[src/rtl/alu_sequencer.sv]
// Four-state (IDLE/READ/EXEC/WB) controller that sequences a 16-bit ALU and register file.
// Optional immediate forms (ADDI/MOVI) are enabled by defining ALU_SEQ_IMM_EN.
module alu_sequencer #(
  parameter int unsigned WIDTH = 16,
  parameter int unsigned RA_W  = 4
) (
  input  logic             clk,
  input  logic             reset_n,
  input  logic             instr_valid,
  output logic             instr_ready,
  input  logic [15:0]      instr,
  output logic [RA_W-1:0]  rf_raddr1,
  output logic [RA_W-1:0]  rf_raddr2,
  input  logic [WIDTH-1:0] rf_rdata1,
  input  logic [WIDTH-1:0] rf_rdata2,
  output logic [RA_W-1:0]  rf_waddr,
  output logic [WIDTH-1:0] rf_wdata,
  output logic             rf_we,
  output logic [WIDTH-1:0] alu_a,
  output logic [WIDTH-1:0] alu_b,
  output logic [2:0]       alucont,
  input  logic [WIDTH-1:0] alu_result,
  input  logic [5:0]       alu_psr,
  output logic [4:0]       psr,
  output logic             done,
  output logic             illegal
);

  localparam logic [3:0] OP_ADD  = 4'h0;
  localparam logic [3:0] OP_SUB  = 4'h1;
  localparam logic [3:0] OP_CMP  = 4'h2;
  localparam logic [3:0] OP_AND  = 4'h3;
  localparam logic [3:0] OP_XOR  = 4'h4;
  localparam logic [3:0] OP_OR   = 4'h5;
  localparam logic [3:0] OP_MOV  = 4'h6;
`ifdef ALU_SEQ_IMM_EN
  localparam logic [3:0] OP_ADDI = 4'h8;
  localparam logic [3:0] OP_MOVI = 4'h9;
`endif

  // psr bit order: {N,Z,L,F,C}
  localparam logic [4:0] MASK_ADD   = 5'b11011;
  localparam logic [4:0] MASK_SUB   = 5'b11111;
  localparam logic [4:0] MASK_LOGIC = 5'b11000;

  typedef enum logic [1:0] {S_IDLE, S_READ, S_EXEC, S_WB} state_e;

  state_e           state_q;
  logic [15:0]      ir_q;
  logic [WIDTH-1:0] a_q, b_q, res_q;
  logic [4:0]       psr_q;
  logic [2:0]       alucont_q;
  logic             ready_q, we_q, done_q, illegal_q;

  logic [3:0]       op_c;
  logic             legal_c, wr_c, bypass_c, imm_b_c;
  logic [2:0]       alu_op_c;
  logic [4:0]       flag_mask_c;
  logic [WIDTH-1:0] imm_val_c;
  logic [WIDTH-1:0] b_d, res_d;
  logic [4:0]       psr_d;
  logic             unused_bits;

  assign op_c = ir_q[15:12];

  // Opcode decode: legality, write-back, ALU function, flag update mask, B substitution
  always_comb begin
    legal_c     = 1'b1;
    wr_c        = 1'b1;
    bypass_c    = 1'b0;
    imm_b_c     = 1'b0;
    alu_op_c    = 3'b000;
    flag_mask_c = 5'b00000;
    imm_val_c   = '0;
    case (op_c)
      OP_ADD: flag_mask_c = MASK_ADD;
      OP_SUB: begin alu_op_c = 3'b001; flag_mask_c = MASK_SUB; end
      OP_CMP: begin alu_op_c = 3'b001; flag_mask_c = MASK_SUB; wr_c = 1'b0; end
      OP_AND: begin alu_op_c = 3'b010; flag_mask_c = MASK_LOGIC; end
      OP_XOR: begin alu_op_c = 3'b011; flag_mask_c = MASK_LOGIC; end
      OP_OR:  begin alu_op_c = 3'b100; flag_mask_c = MASK_LOGIC; end
      OP_MOV: bypass_c = 1'b1;
`ifdef ALU_SEQ_IMM_EN
      OP_ADDI: begin
        imm_b_c     = 1'b1;
        imm_val_c   = {{(WIDTH-8){ir_q[7]}}, ir_q[7:0]};
        flag_mask_c = MASK_ADD;
      end
      OP_MOVI: begin
        imm_b_c   = 1'b1;
        imm_val_c = WIDTH'(ir_q[7:0]);
        bypass_c  = 1'b1;
      end
`endif
      default: begin legal_c = 1'b0; wr_c = 1'b0; end
    endcase
  end

  assign b_d   = imm_b_c ? imm_val_c : rf_rdata2;
  assign res_d = bypass_c ? b_q : alu_result;
  assign psr_d = (psr_q & ~flag_mask_c) | (alu_psr[4:0] & flag_mask_c);

  // Sequencer state and all registered outputs
  always_ff @(posedge clk or negedge reset_n) begin
    if (!reset_n) begin
      state_q   <= S_IDLE;
      ir_q      <= '0;
      a_q       <= '0;
      b_q       <= '0;
      res_q     <= '0;
      psr_q     <= '0;
      alucont_q <= 3'b000;
      ready_q   <= 1'b1;
      we_q      <= 1'b0;
      done_q    <= 1'b0;
      illegal_q <= 1'b0;
    end else begin
      we_q      <= 1'b0;
      done_q    <= 1'b0;
      illegal_q <= 1'b0;
      case (state_q)
        S_IDLE: begin
          if (instr_valid) begin
            ir_q    <= instr;
            ready_q <= 1'b0;
            state_q <= S_READ;
          end
        end
        S_READ: begin
          a_q       <= rf_rdata1;
          b_q       <= b_d;
          alucont_q <= alu_op_c;
          state_q   <= S_EXEC;
        end
        S_EXEC: begin
          if (legal_c) res_q <= res_d;
          psr_q     <= psr_d;
          alucont_q <= 3'b000;
          we_q      <= wr_c;
          done_q    <= 1'b1;
          illegal_q <= ~legal_c;
          state_q   <= S_WB;
        end
        S_WB: begin
          ready_q <= 1'b1;
          state_q <= S_IDLE;
        end
        default: begin
          ready_q <= 1'b1;
          state_q <= S_IDLE;
        end
      endcase
    end
  end

  assign instr_ready = ready_q;
  assign rf_raddr1   = RA_W'(ir_q[11:8]);
  assign rf_raddr2   = RA_W'(ir_q[3:0]);
  assign rf_waddr    = RA_W'(ir_q[11:8]);
  assign rf_wdata    = res_q;
  assign rf_we       = we_q;
  assign alu_a       = a_q;
  assign alu_b       = b_q;
  assign alucont     = alucont_q;
  assign psr         = psr_q;
  assign done        = done_q;
  assign illegal     = illegal_q;

  // Spare flag bit and imm high nibble are not consumed in every build
  assign unused_bits = ^{alu_psr[5], ir_q[7:4]};

endmodule

[config.mk]
export PLATFORM = sky130hd
export DESIGN_NAME = alu_sequencer
export DESIGN_NICKNAME = d
export VERILOG_FILES = /design/src/rtl/alu_sequencer.sv
export SDC_FILE = /design/constraint.sdc
export NUM_CORES = 1
export LEC_CHECK = 0
export ABC_CLOCK_PERIOD_IN_PS = 3270
export CAP_MARGIN = 30
export CORE_AREA = 10 10 110 112
export DETAILED_ROUTE_END_ITERATION = 8
export DIE_AREA = 0 0 120 122
export GPL_ROUTABILITY_DRIVEN = 0
export SYNTH_ARGS = -nofsm -noshare
export SYNTH_HDL_FRONTEND = slang
export SYNTH_SLANG_ARGS = --single-unit
[constraint.sdc]
create_clock -name clk -period 3.27 [get_ports clk]
set_input_delay 0.8175 -clock clk [delete_from_list [all_inputs] [get_ports clk]]
set_output_delay 0.8175 -clock clk [all_outputs]
set_load 0.03 [all_outputs]
# After elaboration in Yosys (flattened, before gate mapping)
# Cells that the tools add are included.
# W data, S select, Z words.
# totals
reg_bits	78
input_bits	73
output_inout_bits	72
wordCells	51
# op_classes
eq_ne	10
mux	14
bitwise	5
reduce_logical	11
# op_table
cell	count
$mux W16	1
$pmux W5 S3	1
$eq A4 B3 Y1 const B	3
$pmux W3 S4	1
$and A5 B5 Y5	2
$eq A4 B2 Y1 const B	2
$pmux W2 S4	1
$mux W1	7
$reduce_or A7 Y1	1
$pmux W3 S2	1
$reduce_and A2 Y1	3
$reduce_or A6 Y1	1
$not A5 Y5	1
$or A5 B5 Y5	1
$eq A2 B2 Y1 const B	2
$eq A4 B1 Y1 const B	1
$logic_not A4 Y1	1
$reduce_bool A2 Y1	2
$reduce_or A3 Y1	1
$eq A2 B1 Y1 const B	1
$logic_not A2 Y1	1
$mux W2	1
$ne A2 B2 Y1 const B	1
$pmux W1 S2	1
2 further kinds	2

# Logic depth before layout (Yosys ltp)
# Gate-level depths: netlist of run 1.
# logic_depth
ltp_word	6
mapped_depth	6
mapped_depth_nobuf	5

# Least setup slack after synthesis of run 1
# OpenSTA, ideal clock, no wires.
# synth_timing
path_kind	input to register
start	input port instr_valid
end	register ir_q[10]
setup_time_ps	125
t_arrival_ps	1454
t_required_ps	3145
slack_ps	1691
cell_stages	3
n_path_buf	1
cell_sequence	nand2_1 > buf_2 > mux2_2
# synth_via
elab_chain_len	1
# synth_rtl
item	line_no	text
start: declaration	9	input logic instr_valid,
$reduce_and A2 Y1 (no source line)	--	
end signal: assignment	124	ir_q <= instr;
end: declaration	49	logic [15:0] ir_q;
# No other way between the ends.
# A chain may end at the register's enable or synchronous reset.

# Worst setup path in the final report of run 1
# layout_timing
start	register ready_q, in the netlist instr_ready
end	output port instr_ready
# layout_lines
item	line_no	text
start: declaration	53	logic ready_q, we_q, done_q, illegal_q;
start signal: assignment	113	ready_q <= 1'b1;
start signal: assignment	125	ready_q <= 1'b0;
start signal: assignment	145	ready_q <= 1'b1;
end: declaration	10	output logic instr_ready,
# No word-level cell between the ends.

==> results of run 1 <==
-- routing by layer --
layer,GRT usage (%),routed length [µm],vias up
met2,20.05,4333,67
met3,4.024,547,10
met4,4.299,110,0
li1,-,-,1052
met1,13.71,3629,1116
met5,0,0,-
-- cell usage after synthesis, drive strengths merged (2+ instances only) --
master	count	share of area, %
a21oi	6	1.3
a2bb2oi	16	6.4
buf	24	5.3
clkbuf	2	0.24
dfrtp	73	58
ha	4	1.6
inv	5	0.59
mux2	49	17
nand2	3	0.36
nand2b	2	0.39
nor2	5	0.59
nor2b	3	0.59
o21ai	2	0.32
o22ai	17	3.4
xnor2	2	0.55
-- sequential cells by signal, summed over array words and instances (netlist names), 2 cells and up, named ones only --
signal and count:
alu_a 16, alu_b 16, state_q 2, rf_wdata 16
ir_q 12, alucont 3
-- where the power goes --
part / leakage, nW / switching, mW / internal, mW / total (mW)
Clock: 0.0945 / 0.351 / 0.373 / 0.725
Sequential: 0.866 / 0.328 / 1.38 / 1.71
Combinational: 0.958 / 1.66 / 1.48 / 3.13
Total: 1.92 / 2.33 / 3.24 / 5.57
-- cell families (layout without fill, tap and decap cells) --
logic type	after synthesis	after routing	synth area share, %
multiplexers	50	50	17.71
buffers and inverters	31	162	6.154
AO/OA/AOI/OAI	45	45	12.43
XOR/XNOR	2	2	0.5524
flip-flops	74	74	58.42
adder cells (fa/ha/maj)	4	4	1.578
AND/OR/NAND/NOR	18	18	3.156
-- worst paths after layout --
check | depth (start not counted) | from | to
setup / recovery | 1 | instr_ready | instr_ready
hold / removal | 1 | reset_n | ir_q[9]
setup reg to reg | 5 | state_q[0] | flip-flop
hold reg to reg | 2 | instr_ready | instr_ready
max in group asynchronous | 2 | reset_n | rf_wdata[5]
min in group clk | 2 | instr_ready | instr_ready
-- cells in the final DEF (no fill, tap or decap), drive strengths merged, types with 2 or more instances in the layout --
cell / netlist / layout
a2bb2oi: 16 / 16
a21oi: 6 / 6
clkinv: 0 / 2
inv: 5 / 5
o22ai: 17 / 17
o21ai: 2 / 2
buf: 24 / 3
nand2: 3 / 3
mux2: 49 / 49
clkdlybuf4s50: 0 / 138
nand2b: 2 / 2
nor2: 5 / 5
clkbuf: 2 / 10
nor2b: 3 / 3
dfrtp: 73 / 73
xnor2: 2 / 2
ha: 4 / 4
clkinvlp: 0 / 3
-- cell type report --
class,count,area (µm²)
Clock buffer,10,137.6
Clock inverter,6,66.31
Fill cell,942,5248
Inverter,5,18.77
Multi-Input combinational cell,119,1129
Sequential cell,74,1853
Tap cell,136,170.2
Timing Repair Buffer,141,1424
-- stage by stage --
step	cell area (µm²)	power, mW	instances	util [%]
2_1_floorplan	3172	3.783	224	-
3_3_place_gp	4567	4.870	474	45.46
3_5_place_dp	4594	4.920	475	45.73
4_1_cts	4798	5.671	491	47.76
5_1_grt	4798	5.919	491	47.76
6_report	4798	5.570	491	47.76
==> results.txt, run 1 <==
- Averaged over all synthesized cells, the footprint is around 14 µm².
* Worst skew pair latency: approximately 0.34 ns
- Power density over the cells: 1161 nW/µm²
- Worst-case vdd ir drop: between 500 and 600 µV
- TritonCTS created 9 clock buffers.
- Clock tree root driver cell: sky130_fd_sc_hd__clkbuf_8
- Fraction of final layout cells sized beyond drive strength 1: approximately a quarter
* RSZ-0062 raised after global routing: false
- Final number of max-transition violations: 0
- Arrival time at the worst endpoint: 1.56 ns
- For the worst setup path, the data required time is around 2.5 ns.
- Diodes inserted: 0
- During placement, the flow inserted port buffers numbering roughly 140.
- The largest single stage delay on the critical path is 0.68 ns.
- Max-cap violations in this run came to 0.
- Final Routed Wirelength: between 8000 and 9000 µm
- Slowest stage cell, crit path: sky130_fd_sc_hd__clkdlybuf4s50_1
* Setup TNS Final: 0 ns
* Final period util: roughly 73%
- At the pin with the least slew margin, the transition time is around 0.86 ns.
* Die Wd: roughly 120 µm
- Dividing the detail-routed wire length by the instance count gives approximately 18 µm.
- Grouping stages by cell kind, the critical path spends the most delay in buffers and inverters.
- The clock tree synthesis step divided the H-tree into 3 levels.
- After the last flow step, the layout net total stands at ~430.
- The synthesized design contains 0 enable-type register cells.
- Total nets after synthesis: between 300 and 400
* Number of clock sinks: 74
- On the final layout, the worst hold slack is a little under 0.4 ns.
* Worst reg2reg setup slack: 1.33 ns
- Post-route setup slack: 0.8883 ns
- Via count of the first global-routing pass: ~2,500
- Sequential cell area fraction in the yosys report: 58.42%
- CTS hold repair buffers: 0
- Overall overflow remaining after global route: 0
* Minimum period implied by the final worst setup slack: roughly 2.4 ns
* Post-CTS sizing: 0
- Number of DRC violations after detailed routing: 0
* Pre-antenna DRT Iters: 3
- Entering global routing, the biggest net connects 48 pins.
* Clock tree from TritonCTS: yes
* Io pins: between 100 and 150
- STA classifies the critical path startpoint as a flip-flop.
- Synthesis instantiated 31 different standard cells from the library.
* Largest fanout on the critical path: 3
- In the synthesized netlist the dominant register cell turns out to be sky130_fd_sc_hd__dfrtp_1.
- Timing analysis after detailed placement gives a worst setup slack of around 0.96 ns.
* Via density: roughly 4.6
- Run status: completed
* Detail Route Antenna Nets: 0
* Post-CTS setup buffer count: 0
- Compared with the post-synthesis result, the final layout area differs by 51.28%.
* GRT Resource Usage Total: between 10% and 20%
- Yosys reg bits: 74
- Detailed-placement wirelength estimate: about 6400 µm
- The Yosys step of the flow raised 0 warnings.
- Cell breakdown of the critical path: clkdlybuf4s50_1
- Initial core utilization: 31.57%
- Summed instance area of the synthesized netlist: around 3200 µm²
* Cell count after synthesis: between 200 and 250
- Async set-or-reset flop fraction in the synthesized netlist: between 90% and 100%
* Critical Path End Type: primary output
- Counting along the longest clock path gives a buffer depth of 2.
- Summed over all cells, the static leakage comes to 1.919 nW.
- Setup violations remaining at the end of the flow were counted as 0.
- The die covers 14,640 µm².
- Headroom to the max-slew limit came out at 42.91%.
- Max Clock Freq: 419.9 MHz
- Number of buffers and inverters on the critical path: 1
* Initial antenna violation count: 0
- The total area inside the core boundary comes to approximately 10,000 µm².
- The path class of the tightest hold or removal check is input port to asynchronous set/reset pin.
- The detailed router placed approximately 2,200 vias in this run.
- The clock arrives with 0.008723 ns of skew.
* Hold Fails Final Rpt: 0
* First-pass GRT wire length: about 14,000 µm
- The detailed router finished its first iteration with 54 violations.
- The die is 122 µm tall.
- The setup path with the least slack is of type flip-flop to primary output.
- Worst-path clk slew: 0.08 ns
- The floorplan has 37 rows.
No activity file was read; power rests on OpenSTA's default activity.
==> run 2, diff against run 1 <==
Settings changed: ABC_CLOCK_PERIOD_IN_PS 3270 to 2200.
Clock period 3.27 ns to 2.2 ns, I/O delays scaled along.
==> results.txt, run 2 (same netlist as run 1, synthesis figures left out) <==
- Run status: completed (unchanged)
* Clock skew after layout: 0.006064 ns (was 0.008723 ns)
* CTS hold repair buffers: 0 (unchanged)
- Timing would allow up to approximately 470 MHz.
- The required arrival time at the worst endpoint is 1.65 ns (was 2.45 ns).
* Detail Route Antenna Nets: 0 (unchanged)
* Core region area: 10,050 µm² (unchanged)
- Sequential cell area: 1853 µm² (unchanged)
- Routed length per instance: 17.43 µm (was 17.56 µm)
- Nature of the critical path startpoint: flip-flop (unchanged)
- The CTS sink count is 74 (unchanged).
* Total chip power: 8.236 mW (was 5.570 mW)
* Power density over the cells: 1703 nW/µm² (was 1161 nW/µm²)
- The number of max-cap violations is 0 (unchanged).
- Worst hold-check path type: input port to asynchronous set/reset pin (unchanged)
* Final Routed Wirelength: 8696 µm (was 8621 µm)
- Transition time at the pin with the least slew margin: 0.4661 ns (was 0.8564 ns)
- Counting I/O delays and the setup requirement, the final critical path takes between 2 and 2.5 ns.
- Slowest stage cell, crit path: sky130_fd_sc_hd__clkdlybuf4s50_1 (unchanged)
- The clock network latency to the later pin of the worst-skew pair came to 0.34 ns (about the same).
- CP top delay family: buffers and inverters (unchanged)
- Clock tree root driver cell: sky130_fd_sc_hd__clkbuf_8 (unchanged)
* Critical path start-end classification: flip-flop to primary output (unchanged)
- Cell breakdown of the critical path: clkdlybuf4s50_1 (unchanged)
* # setup viols final: 0 (unchanged)
- Chip Height: 122 µm (unchanged)
- Clock buffer depth: 2 (unchanged)
* H-Tree Level Count: 3 (unchanged)
* Most common library cell in the layout ignoring fill and taps: sky130_fd_sc_hd__clkdlybuf4s50_1 (unchanged)
* Via density: 4.477 (was 4.572)
- Vias after detailed routing: 2,234 (was 2,245)
- The number of setup buffers added after CTS was 0 (unchanged).
* Final period util: between 90% and 100%
- Total leakage power: 1.956 nW (was 1.919 nW)
- In this run the critical register-to-register path is captured at alu_a[9].
- The post-route standard cell area excluding fillers is 4836 µm² (was 4798 µm²).
- The area added between synthesis and finish came to 52.47% (was 51.28%).
- Initial antenna violation count: 0 (unchanged)
* Pre-antenna DRT Iters: 4 (was 3)
- GRT Resource Usage Total: 12.27% (was 11.84%)
- The row count came to 37 (unchanged).
- Die area: 14,640 µm² (unchanged)
* Critical register-to-register path startpoint: state_q[1] (was state_q[0])
- The total negative slack came to 0 ns (unchanged).
* Footprint of the multi-input gates: 1129 µm² (unchanged)
- Arrival time at the worst endpoint: 1.57 ns (was 1.56 ns)
- The TritonCTS clock tree is yes (unchanged).
* Overall overflow remaining after global route: 0 (unchanged)
- The peak supply drop came to 822.2 µV (was 505.9 µV).
- The number of buffers inserted by port buffering was 139 (unchanged).
- The worst slew margin relative to its limit is 68.93% (was 42.91%).
- The register-to-register setup slack is 0.51 ns (was 1.33 ns).
- The share of post-route cells with drive strength above 1 was 24.52% (was 23.66%).
- Pin count of the biggest net entering global routing: 34 (was 48)
* Path depth of the worst reg2reg path: 4 (was 5)
* Final net count: 435 (was 427)
- The total count of hold-check failures in the final report came to 0 (unchanged).
- The CTS clock-pin slew for the worst setup and hold paths came to 0.08 ns (about the same).
* Initial core utilization: 31.57% (unchanged)
- The number of cells upsized or downsized after cts came to 0 (unchanged).
- The peak per-stage delay on the critical path is 0.68 ns (about the same).
- The sort of element at the end of the critical path is a primary output (unchanged).
- The number of global-route vias before repair was 2,531 (was 2,502).
* Final number of max-transition violations: 0 (unchanged)
* Number of CTS-inserted buffers: 9 (unchanged)
- The HPWL reported at the end of detailed placement came to 6655 µm (was 6401 µm).
* FILL cells: 952 (was 942)
- The I/O pin count was 145 (unchanged).
- RSZ-0062 raised after global routing: false (unchanged).
- The horizontal extent of the die is 120 µm (unchanged).
- The largest fanout on the critical path was 3 (unchanged).
- First-pass GRT wire length: 14,100 µm (was 13,880 µm)
- The count of buffering cells on the critical path with inverters included came to 1 (unchanged).
- The count of antenna diodes in the layout came to 0 (unchanged).
- The count of unresolved DRC violations after routing is 0 (unchanged).
* Placed Area: 4672 µm² (was 4594 µm²)
- The violation count after the first detailed-route iteration came to 102 (was 54).
* Highest-count cells in the layout ignoring fill and taps: sky130_fd_sc_hd__clkdlybuf4s50_1, sky130_fd_sc_hd__dfrtp_1, sky130_fd_sc_hd__mux2_2 (unchanged)
[run 2: cell types whose count changed in the layout (fill, tap and decap cells not counted), sizes merged]
cell / previous run / this run
buf: 3 / 11
bufinv: 1 / 0
clkbuf: 10 / 13
clkinv: 2 / 3
clkinvlp: 3 / 0
[run 2: worst max path at each step]
stage,slack (ns),startpoint,cells after the start,to
floorplan,0.67,state_q[0],6,flip-flop
global placement,0.37,instr_valid,4,ir_q[12]
detailed placement,0.36,instr_valid,4,ir_q[0]
CTS,0.04,instr_ready,1,instr_ready
global route,0.01,instr_ready,1,instr_ready
finish,0.08,instr_ready,1,instr_ready
[run 2: area by class of cell]
type                    count  area share [%]
well taps                 136           3.519
repair buffers            149           31.05
clock buffers              13           3.079
flip-flops and latches     74           38.32
clock inverters             3          0.3105
multi-input cells         119           23.34
inverters                   5          0.3881
[run 2: routing by layer]
metal,share of wire (%),wire length (µm),global-route usage [%],vias to the layer above
met2,50,4389,20.15,69
met1,40,3515,14.11,1094
li1,-,-,-,1062
met3,8.0,699,5.227,9
met4,1.0,91,4.299,0
met5,0,0,0,-
[run 2: stage by stage]
step                setup slack, ns  util [%]  instances  hold slack (ns)
floorplan                    0.6705         -        224           0.2544
CTS                         0.04378     48.14        499           0.1500
global placement             0.3663     46.51        483           0.4885
global route                0.01432     48.14        499           0.1628
detailed placement           0.3576     46.51        483           0.4914
finish                      0.08402     48.14        499           0.1475
[run 2: power breakdown]
part	internal, mW	total [mW]	switching, mW
clock	0.437	0.921	0.484
sequential	2.06	2.51	0.453
combinational	2.29	4.81	2.52
==> run 3, diff against run 2 <==
Settings changed: DONT_BUFFER_PORTS from default to 1.
==> results.txt, run 3 (same netlist as run 1, synthesis figures left out) <==
- Vias after detailed routing: 1,745 (was 2,234)
- The time the final worst path needs with I/O delays and setup was 1.709 ns (was 2.116 ns).
- Worst setup timing slack at the placement stage: 0.4945 ns (was 0.3576 ns)
- Failing checks: hold timing
- Routed length per instance: 21.79 µm (was 17.43 µm)
* Pin count of the biggest net entering global routing: 75 (was 34)
* Transition time at the pin with the least slew margin: 0.5610 ns (was 0.4661 ns)
- Final Routed Wirelength: 7712 µm (was 8696 µm)
- The remaining antenna violation count was 0 (unchanged).
* Share of total power in sequential cells: 56.5% (was 30.5%)
- Highest-count cells in the layout ignoring fill and taps: sky130_fd_sc_hd__dfrtp_1, sky130_fd_sc_hd__mux2_2, sky130_fd_sc_hd__o22ai_1 (was sky130_fd_sc_hd__clkdlybuf4s50_1, sky130_fd_sc_hd__dfrtp_1, sky130_fd_sc_hd__mux2_2).
- The number of global-route vias before repair was 1,901 (was 2,531).
- Fraction of final layout cells sized beyond drive strength 1: 38.99% (was 24.52%)
* Worst skew pair latency: 0.34 ns (about the same)
* Share of total power consumed by net switching: 46.11% (was 41.93%)
* Worst-path clk slew: 0.08 ns (about the same)
- Critical Path End Type: flip-flop (was primary output)
- The count of buffering cells on the critical path with inverters included was 1 (unchanged).
* Final period util: 77.69% (was 96.18%)
* Final number of max-transition violations: 0 (unchanged)
- Number of CTS-inserted buffers: 9 (unchanged)
- Cell internal pwr: 3.813 mW (was 4.783 mW)
- Run status: finished, violations left (was completed)
* GRT Resource Usage Total: 10.25% (was 12.27%)
* Cell breakdown of the critical path: nand3b_1 -> buf_4 -> o22ai_1 -> a2bb2oi_2 (was clkdlybuf4s50_1)
* Number of cell rows: 37 (unchanged)
* Most common library cell in the layout ignoring fill and taps: sky130_fd_sc_hd__dfrtp_1 (was sky130_fd_sc_hd__clkdlybuf4s50_1)
- Total leakage power: 1.399 nW (was 1.956 nW)
* Core region area: 10,050 µm² (unchanged)
- The height of the die came to 122 µm (unchanged).
- The fraction of power consumed by combinational cells came to 26.5% (was 58.3%).
- H-Tree Level Count: 3 (unchanged)
- RSZ-0062 raised after global routing: false (unchanged)
* CP top delay family: flip-flops (was buffers and inverters)
* Clock tree root driver cell: sky130_fd_sc_hd__clkbuf_8 (unchanged)
- The area occupied by registers is 1853 µm² (unchanged).
* Number of clock sinks: 74 (unchanged)
- Synthesis-to-finish area growth: 8.679% (was 52.47%)
- Final net count: 291 (was 435)
- Hold Fails Final Rpt: 73 (was 0)
* Die area: 14,640 µm² (unchanged)
* Die Wd: 120 µm (unchanged)
* Initial core utilization: 31.57% (unchanged)
- The required arrival time at the worst endpoint is 2.43 ns (was 1.65 ns).
- The type of the setup path with the least slack is flip-flop to flip-flop (was flip-flop to primary output).
* Clock skew after layout: 0.01011 ns (was 0.006064 ns)
- The filler cell count came to 993 (was 952).
- Diodes inserted: 0 (unchanged)
- The worst hold slack came to -0.1096 ns (was 0.1475 ns).
* Overall overflow remaining after global route: 0 (unchanged)
- The clock share of power was 17.0% (was 11.2%).
- Initial antenna violation count: 0 (unchanged)
* Power density over the cells: 2053 nW/µm² (was 1703 nW/µm²)
* Clock tree from TritonCTS: yes (unchanged)
- Via density: 4.929 (was 4.477)
- The count of TritonRoute iterations in the first routing pass came to 4 (unchanged).
- Max Cap Viol: 0 (unchanged)
- The I/O pin count is 145 (unchanged).
- Port Buffers: 0 (was 139)
- The number of cells upsized or downsized after cts is 0 (unchanged).
- The deepest clock path buffer count was 2 (unchanged).
* Max Clock Freq: 585.1 MHz (was 472.6 MHz)
- The overall power after layout was 7.075 mW (was 8.236 mW).
* Largest stage delay on the critical path: 0.55 ns (was 0.68 ns)
- Largest fanout on the critical path: 11 (was 3)
- The net switching power figure was 3.262 mW (was 3.453 mW).
- The peak supply drop was 711.6 µV (was 822.2 µV).
- Post-CTS setup buffer count: 0 (unchanged)
- The register-to-register setup slack was 0.49 ns (was 0.51 ns).
- Nature of the critical path startpoint: flip-flop (unchanged)
* Post-route setup slack: 0.4908 ns (was 0.08402 ns)
* Number of DRC violations after detailed routing: 0 (unchanged)
* First-pass GRT wire length: 11,560 µm (was 14,100 µm)
* Slew margin rel.: 62.60% (was 68.93%)
- Setup TNS Final: 0 ns (unchanged)
* Iteration-0 DRC count of the detailed router: 87 (was 102)
* Footprint of the multi-input gates: 1129 µm² (unchanged)
- The number of setup violations in the final report came to 0 (unchanged).
- The standard cell with the maximum stage delay on the critical path is sky130_fd_sc_hd__dfrtp_1 (was sky130_fd_sc_hd__clkdlybuf4s50_1).
* Arrival time at the worst endpoint: 1.94 ns (was 1.57 ns)
- The HPWL reported at the end of detailed placement was 5661 µm (was 6655 µm).
- The class of the most critical hold timing path is input port to asynchronous set/reset pin (unchanged).
-- run 3: changes by cell type in the layout (fill, tap and decap cells not counted), sizes merged --
| cell | change |
|---|---|
| clkinvlp | +2 |
| clkdlybuf4s50 | -138 |
| buf | -6 |
| clkinv | -3 |
| bufinv | +2 |
| clkbuf | -2 |
-- run 3: area by class of cell --
type,count,share of cell area (%)
clock buffer,11,4.392
clock inverter,4,2.178
inverter,5,0.5445
multi-input combinational,119,32.74
sequential,74,53.76
tap,136,4.936
timing repair buffer,5,1.452
-- run 3: power groups by stage --
| stage | sequential (mW) | combinational (mW) | clock [mW] |
|---|---|---|---|
| CTS | 4.04 | 1.92 | 1.25 |
| detailed placement | 4.07 | 1.92 | 0 |
| global route | 4.11 | 2.07 | 1.31 |
| finish | 4.00 | 1.88 | 1.20 |
| floorplan | 3.53 | 2.10 | 0 |
| global placement | 4.04 | 1.85 | 0 |
-- run 3: metrics by stage --
stage               cell area, µm²  util [%]  std cells
CTS                           3447     34.31        354
finish                        3447     34.31        354
floorplan                     3172         -        224
detailed placement            3221     32.06        339
global placement              3221     32.06        339
global route                  3447     34.31        354
-- run 3: worst paths after layout --
path / start / endpoint / depth (start not counted)
min reg2reg: instr_ready / instr_ready / 2
min in group clk: instr_valid / state_q[1] / 1
max in group asynchronous: reset_n / instr_ready / 0
min: reset_n / ir_q[9] / 0
max reg2reg: ir_q[13] / rf_wdata[11] / 4
max: ir_q[13] / rf_wdata[11] / 4
-- run 3: per-layer routing --
layer  track usage [%]  vias up  share of wire, %
met5                 0        -                 0
li1                  -      773                 -
met4             3.846        0               1.0
met3             5.874        6                11
met2             16.82       75                52
met1             10.81      891                37
